**src/rtl/logic_sweep_unit.sv**
```systemverilog
// rtl/logic_sweep_unit.sv - registered bitwise function unit with self-check sweep (optional parity port: LOGIC_SWEEP_PARITY_EN)
module logic_sweep_unit #(
    parameter int WIDTH = 4
) (
    input  logic             clk,
    input  logic             rst_n,
    input  logic             ena,
    input  logic [WIDTH-1:0] a,
    input  logic [WIDTH-1:0] b,
    input  logic [1:0]       op,
    input  logic             start,
    input  logic             abort,
    output logic [WIDTH-1:0] result,
    output logic             valid,
    output logic             busy,
    output logic             done,
    output logic [WIDTH-1:0] signature
`ifdef LOGIC_SWEEP_PARITY_EN
    ,
    output logic             parity
`endif
);

    localparam int CW = 2 * WIDTH;
    localparam logic [CW-1:0] CNT_ONE = {{(CW-1){1'b0}}, 1'b1};

    typedef enum logic [1:0] {
        IDLE  = 2'd0,
        SWEEP = 2'd1,
        DONE  = 2'd2
    } state_t;

    state_t           state;
    state_t           next_state;
    logic [CW-1:0]    cnt;
    logic [1:0]       op_latched;
    logic [WIDTH-1:0] idle_val;
    logic [WIDTH-1:0] sweep_val;
    logic [WIDTH-1:0] sig_rot;
    logic             accept;

    function automatic logic [WIDTH-1:0] apply_op(
        input logic [1:0]       sel,
        input logic [WIDTH-1:0] x,
        input logic [WIDTH-1:0] y
    );
        case (sel)
            2'd0:    apply_op = x & y;
            2'd1:    apply_op = x | y;
            2'd2:    apply_op = x ^ y;
            default: apply_op = ~(x & y);
        endcase
    endfunction

    // Abort beats start so a simultaneous cancel never launches a sweep.
    assign accept    = start && !abort;
    assign idle_val  = apply_op(op, a, b);
    // Low half of the counter is operand A, high half operand B.
    assign sweep_val = apply_op(op_latched, cnt[WIDTH-1:0], cnt[CW-1:WIDTH]);
    // Shift-or form degenerates to identity when WIDTH is 1.
    assign sig_rot   = (signature << 1) | (signature >> (WIDTH - 1));
    assign busy      = (state == SWEEP);
    assign done      = (state == DONE);

    // State register; everything freezes while ena is low.
    always_ff @(posedge clk or negedge rst_n) begin
        if (!rst_n) begin
            state <= IDLE;
        end else if (ena) begin
            state <= next_state;
        end
    end

    // Next-state logic for the sweep sequencer.
    always_comb begin
        next_state = state;
        case (state)
            IDLE:    if (accept) next_state = SWEEP;
            SWEEP: begin
                if (abort)     next_state = IDLE;
                else if (&cnt) next_state = DONE;
            end
            DONE:    next_state = IDLE;
            default: next_state = IDLE;
        endcase
    end

    // Datapath: normal-mode result in IDLE, sweep walk and signature fold in SWEEP.
    always_ff @(posedge clk or negedge rst_n) begin
        if (!rst_n) begin
            result     <= '0;
            valid      <= 1'b0;
            signature  <= '0;
            cnt        <= '0;
            op_latched <= 2'd0;
`ifdef LOGIC_SWEEP_PARITY_EN
            parity     <= 1'b0;
`endif
        end else if (ena) begin
            case (state)
                IDLE: begin
                    result <= idle_val;
                    valid  <= !accept;
`ifdef LOGIC_SWEEP_PARITY_EN
                    parity <= ^idle_val;
`endif
                    if (accept) begin
                        op_latched <= op;
                        cnt        <= '0;
                        signature  <= '0;
                    end
                end
                SWEEP: begin
                    valid <= 1'b0;
                    // An aborted edge processes nothing: partial signature and cnt hold.
                    if (!abort) begin
                        result    <= sweep_val;
                        signature <= sig_rot ^ sweep_val;
                        cnt       <= cnt + CNT_ONE;
`ifdef LOGIC_SWEEP_PARITY_EN
                        parity    <= ^sweep_val;
`endif
                    end
                end
                default: begin
                    valid <= 1'b0;
                end
            endcase
        end
    end

endmodule

```
**config.mk**
```make
export PLATFORM = sky130hd
export DESIGN_NAME = logic_sweep_unit
export DESIGN_NICKNAME = d
export VERILOG_FILES = /design/src/rtl/logic_sweep_unit.sv
export SDC_FILE = /design/constraint.sdc
export NUM_CORES = 1
export LEC_CHECK = 0
export BUFFER_PORTS_ARGS = -buffer_cell sky130_fd_sc_hd__clkbuf_2
export CORE_MARGIN = 2
export CORE_UTILIZATION = 55
export CTS_BUF_LIST = sky130_fd_sc_hd__clkbuf_4 sky130_fd_sc_hd__clkbuf_8
export CTS_CLUSTER_DIAMETER = 40
export DETAILED_ROUTE_END_ITERATION = 7
export PLACE_DENSITY = 0.8
export SETUP_SLACK_MARGIN = 0.1
export SYNTH_ARGS = -nofsm -noshare
export SYNTH_HDL_FRONTEND = slang
export SYNTH_SLANG_ARGS = --single-unit
export TNS_END_PERCENT = 100
```
**constraint.sdc**
```tcl
create_clock -name clk -period 2.9 [get_ports clk]
set_input_delay 0.29 -clock clk [delete_from_list [all_inputs] [get_ports clk]]
set_output_delay 0.29 -clock clk [all_outputs]
set_load 0.005 [all_outputs]
```
Yosys cells after proc, flatten, opt, wreduce, memory -nomap -nowiden

Cells that the tools add are included.
Widths: inputs -> output; s select.

Register bits: 21
Bits of input ports: 15
Output and inout port bits: 11
Word-level logic and storage cells: 53

Add/subtract/negate cells: 1
Equality and inequality tests: 9
Mux-type cells: 15
Bitwise gates (word level): 10
Reductions and logical operators: 12

Operator list:

| kind                | count |
|---|---|
| $pmux 4 s3          | 2 |
| $mux 8              | 2 |
| $pmux 4 s2          | 2 |
| $pmux 8 s2          | 1 |
| $mux 4              | 3 |
| $xor 4x4->4         | 3 |
| $reduce_and 3->1    | 3 |
| $add 8x1->8 const B | 1 |
| $and 4x4->4         | 2 |
| $not 4->4           | 2 |
| $or 4x4->4          | 2 |
| $reduce_and 8->1    | 1 |
| $eq 2x1->1 const B  | 3 |
| $eq 2x2->1 const B  | 3 |
| $logic_not 2->1     | 3 |
| $mux 2              | 3 |
| $ne 2x2->1 const B  | 2 |
| $or 4x1->4          | 1 |
| $pmux 2 s2          | 1 |
| $reduce_and 4->1    | 1 |
| $ne 3x2->1 const B  | 1 |
| $logic_not 1->1     | 2 |
| $reduce_bool 2->1   | 1 |
| $logic_and 1x1->1   | 1 |
| $mux 1              | 1 |

Logic depth before layout (Yosys ltp)

Word-level depth: 6
Depth in mapped cells: 6
Gate-level depth less buffers: 6

Worst setup path after synthesis

OpenSTA, ideal clock, no wires.

Kind: register -> register
Start point: reg cnt[3]
End point: reg signature[3]
Setup time: 122 ps
Data arrival time: 1605 ps
Required time: 2778 ps
Setup slack: 1173 ps
Cell stages (with the launch flop): 6
Buffers on the path: 0
Period minus slack after synthesis: 1727 ps
Cells stage by stage: dfrtp_1 > inv_1 > ha_1 > o221a_2 > or3_1 > a32o_1

Cells in the longest elaborated chain, start to end: 6
Elaborated cells on any way between the ends: 8
Classes of those cells: 3 x mux; 5 x bitwise

Ends and longest elaborated chain:

| what                   | line   | text |
|---|---|---|
| from (decl)            | 35     | `logic [CW-1:0] cnt;` |
| from (signal assigned) | 119    | `cnt <= cnt + CNT_ONE;` |
| $and 4x4->4            | 48, 51 |  |
| $not 4->4              | 51     | `default: apply_op = ~(x & y);` |
| $pmux 4 s3 *           | 47     | `case (sel)` |
| $xor 4x4->4 *          | 118    | `signature <= sig_rot ^ sweep_val;` |
| $mux 4 *               | 116    | `if (!abort) begin` |
| $pmux 4 s2 *           | 100    | `case (state)` |
| to (signal assigned)   | 118    |  |
| to (decl)              | 17     | `output logic [WIDTH-1:0] signature` |

Mark *: on every way between the ends. The rest lies on a longest branch, timed or not. The select of a mux whose other input is x is not followed.
A chain may end at the register's enable or synchronous reset.

Worst setup path after layout

Same ends and word-level chain as after synthesis.

==> results.toml <==
[status]
status = "finished clean"

[detailed_routing]
wl_per_cell_um = 14.2
first_pass_iters = 4
drt_iter0_drc = 43
drt-total-wl_mm = 3.37
drc_errors = 0
route.antenna.remaining_nets = 0
via_per_inst = 6.08
vias = 1446

[logic_synthesis]
synthTopCellsByArea = "dfrtp_1, ha_1, inv_1, nor2b_1, nor2_1"
synth_area_sq_mm = 0.00159
synth-edff-count = 0
syn_nets = 216
avgSynthCellArea_sq_um = 8.64
synth-seq-area-share_pct = 33.1
synthArstFlopShare_pct = 100
yosysWarningCount = 0
synth_top_area_share_pct = 33.1
syn_inst = 184
ys_types = 41
yosysTopAreaCell = "dfrtp_1"
ys_ff_latch = 21
synth_flop_cell = "dfrtp_1"

[worst_setup_path]
cp_data_arrival_time_ps = 2090
critPathLaunchType = "register"
crit_path_end_kind = "register"
path_class = "reg -> reg"
startpoint = "cnt[3]"
path_max_fanout = 6
required_ps = 3120
r2r-start = "cnt[3]"

[die]
start_util_pct = 57.6
die_w_um = 57.8
num_io_pins = 26
die_area_sq_mm = 0.00334
fp.dieH_um = 57.8
rows = 19
core_area_sq_mm = 0.00276

[cells_and_area]
fin_util_pct = 63.7
layout_commonest_cell = "clkbuf_2"
multi_input_area_sq_um = 942
diodes = 0
fillers = 238
syn_to_final_growth_pct = 10.6
final_cell_mix = "clkbuf_2, inv_1, dfrtp_1"
drive_gt1_share_pct = 19.3
seq_area_sq_um = 526
nNetsFinal = 240

[placed_design]
gp_congestion = 0.834
preCtsSetupSlack_ps = 1070
dp_hpwl_mm = 2.64
io_buffers = 25

[timing]
slew_violations = 0
setup_slack_ps = 1030
setup_viol_count_final = 0
fin_crit_sh_pct = 64.4
setup-tns-final_ps = 0
timing.fmax_ghz = 0.535
rsz0062_at_grt = "false"
min_period_ps = 1870
tightest_slew_ps = 710
hold_violations = 0
relSlewSlack_pct = 52.1
skew_ps = 4.59
finalHoldWorstSlack_ps = 287

[power]
p_leak_nw = 0.834
total_power_w = 0.00100
ir_drop_v = 0.000400
power.density_mw_per_mm2 = 570

[clocking]
ctsResizeCount = 0
clkLatencyLatePin_ps = 310
clk_path_buf_depth = 2
cts_buffers = 3
h-tree-depth = 1
cts_tree = "yes"
path_clk_slew_ps = 120
root_buffer = "clkbuf_4"
cts_setup_buffers = 0
cts_sinks = 21

[global_route]
grt.total_usage_pct = 22.3
grt_max_degree = 22
grt_pass1_wl_mm = 5.79
grt-ovfl-total = 0
grt_pass1_vias = 1356
antenna_found_initial = 0

[worst_hold_path]
worstHoldStart = "ena"
worstHoldPathType = "in -> reg"

[run]
drv_cap = 0
==> cell usage after synthesis, types with 2 or more instances <==
library cell  count
nor4_1            3
nor3b_1           2
mux2_2            2
o31ai_1           2
nand3_1           4
o21ai_0          10
a21oi_1           8
o211ai_1          5
dfrtp_1          21
nand2b_1          2
nor3_1            4
o311ai_0          2
a211o_1           5
nand2_1          12
nor2b_1           9
xnor2_1           6
nor2_1           14
ha_1             17
clkbuf_1          5
nand4_1           2
or2_2             4
inv_1            23
a211oi_1          2
nor2_2            3
==> routing by layer <==
metal	up-vias	global-route usage, %	wire [um]
met5	-	0	0
met1	681	28.2	1450
met3	12	3.79	215
li1	692	-	-
met2	61	37.5	1620
met4	0	9.97	85
==> critical path, cell delays in order, from the launching register on <==
cell and delay, ps:
dfrtp_1 460, inv_1 100, ha_1 320, o221a_2 290, or3_1 360, a32o_1 250
==> state kept, by name (all words and copies together) (netlist names) <==
name and count:
cnt 8, state 2, result 4, signature 4, valid 1, op_latched 2
==> kinds of logic after synthesis <==
group           count (synthesis)  share of synthesized area (%)
flops                          21                           33.1
compound gates                 42                           18.3
xor+xnor                        6                           3.31
buf+inv                        30                           7.64
fa+ha+maj                      17                           13.4
simple gates                   65                           22.2
mux                             3                           2.05
==> worst paths after layout <==
kind                                end  slack (ps)  cells past startpoint
min in group asynchronous     result[2]         470                      2
hold reg to reg               result[0]         520                      1
hold / removal                 state[1]         290                      2
setup reg to reg           signature[3]        1030                      5
max in group asynchronous        cnt[4]        2070                      2
setup / recovery           signature[3]        1030                      5
==> per-stage QoR <==
stage	instances	area, sq um
final	238	1760
after global routing	238	1760
after CTS	238	1760
after detailed placement	233	1720
after global placement	233	1720
after floorplan	184	1590
==> area by class of cell <==
class	instances	share of cell area (%)
multi-input cells	133	53.6
flip-flops and latches	21	29.9
repair buffers	26	7.69
inverters	23	4.91
well taps	31	2.21
clock buffers	4	1.71
==> power by group <==
group	internal (W)	switching, W
registers	0.000370	0.000111
clock network	0.0000632	0.0000911
logic	0.000181	0.000185
total	0.000615	0.000387
==> what timing repair did <==
item                       4_1_cts  5_1_grt
hold endpoints to repair        21        0
setup endpoints to repair        0        0
hold buffers                     1        0
Note: power is estimated with default switching activity, not from simulation.
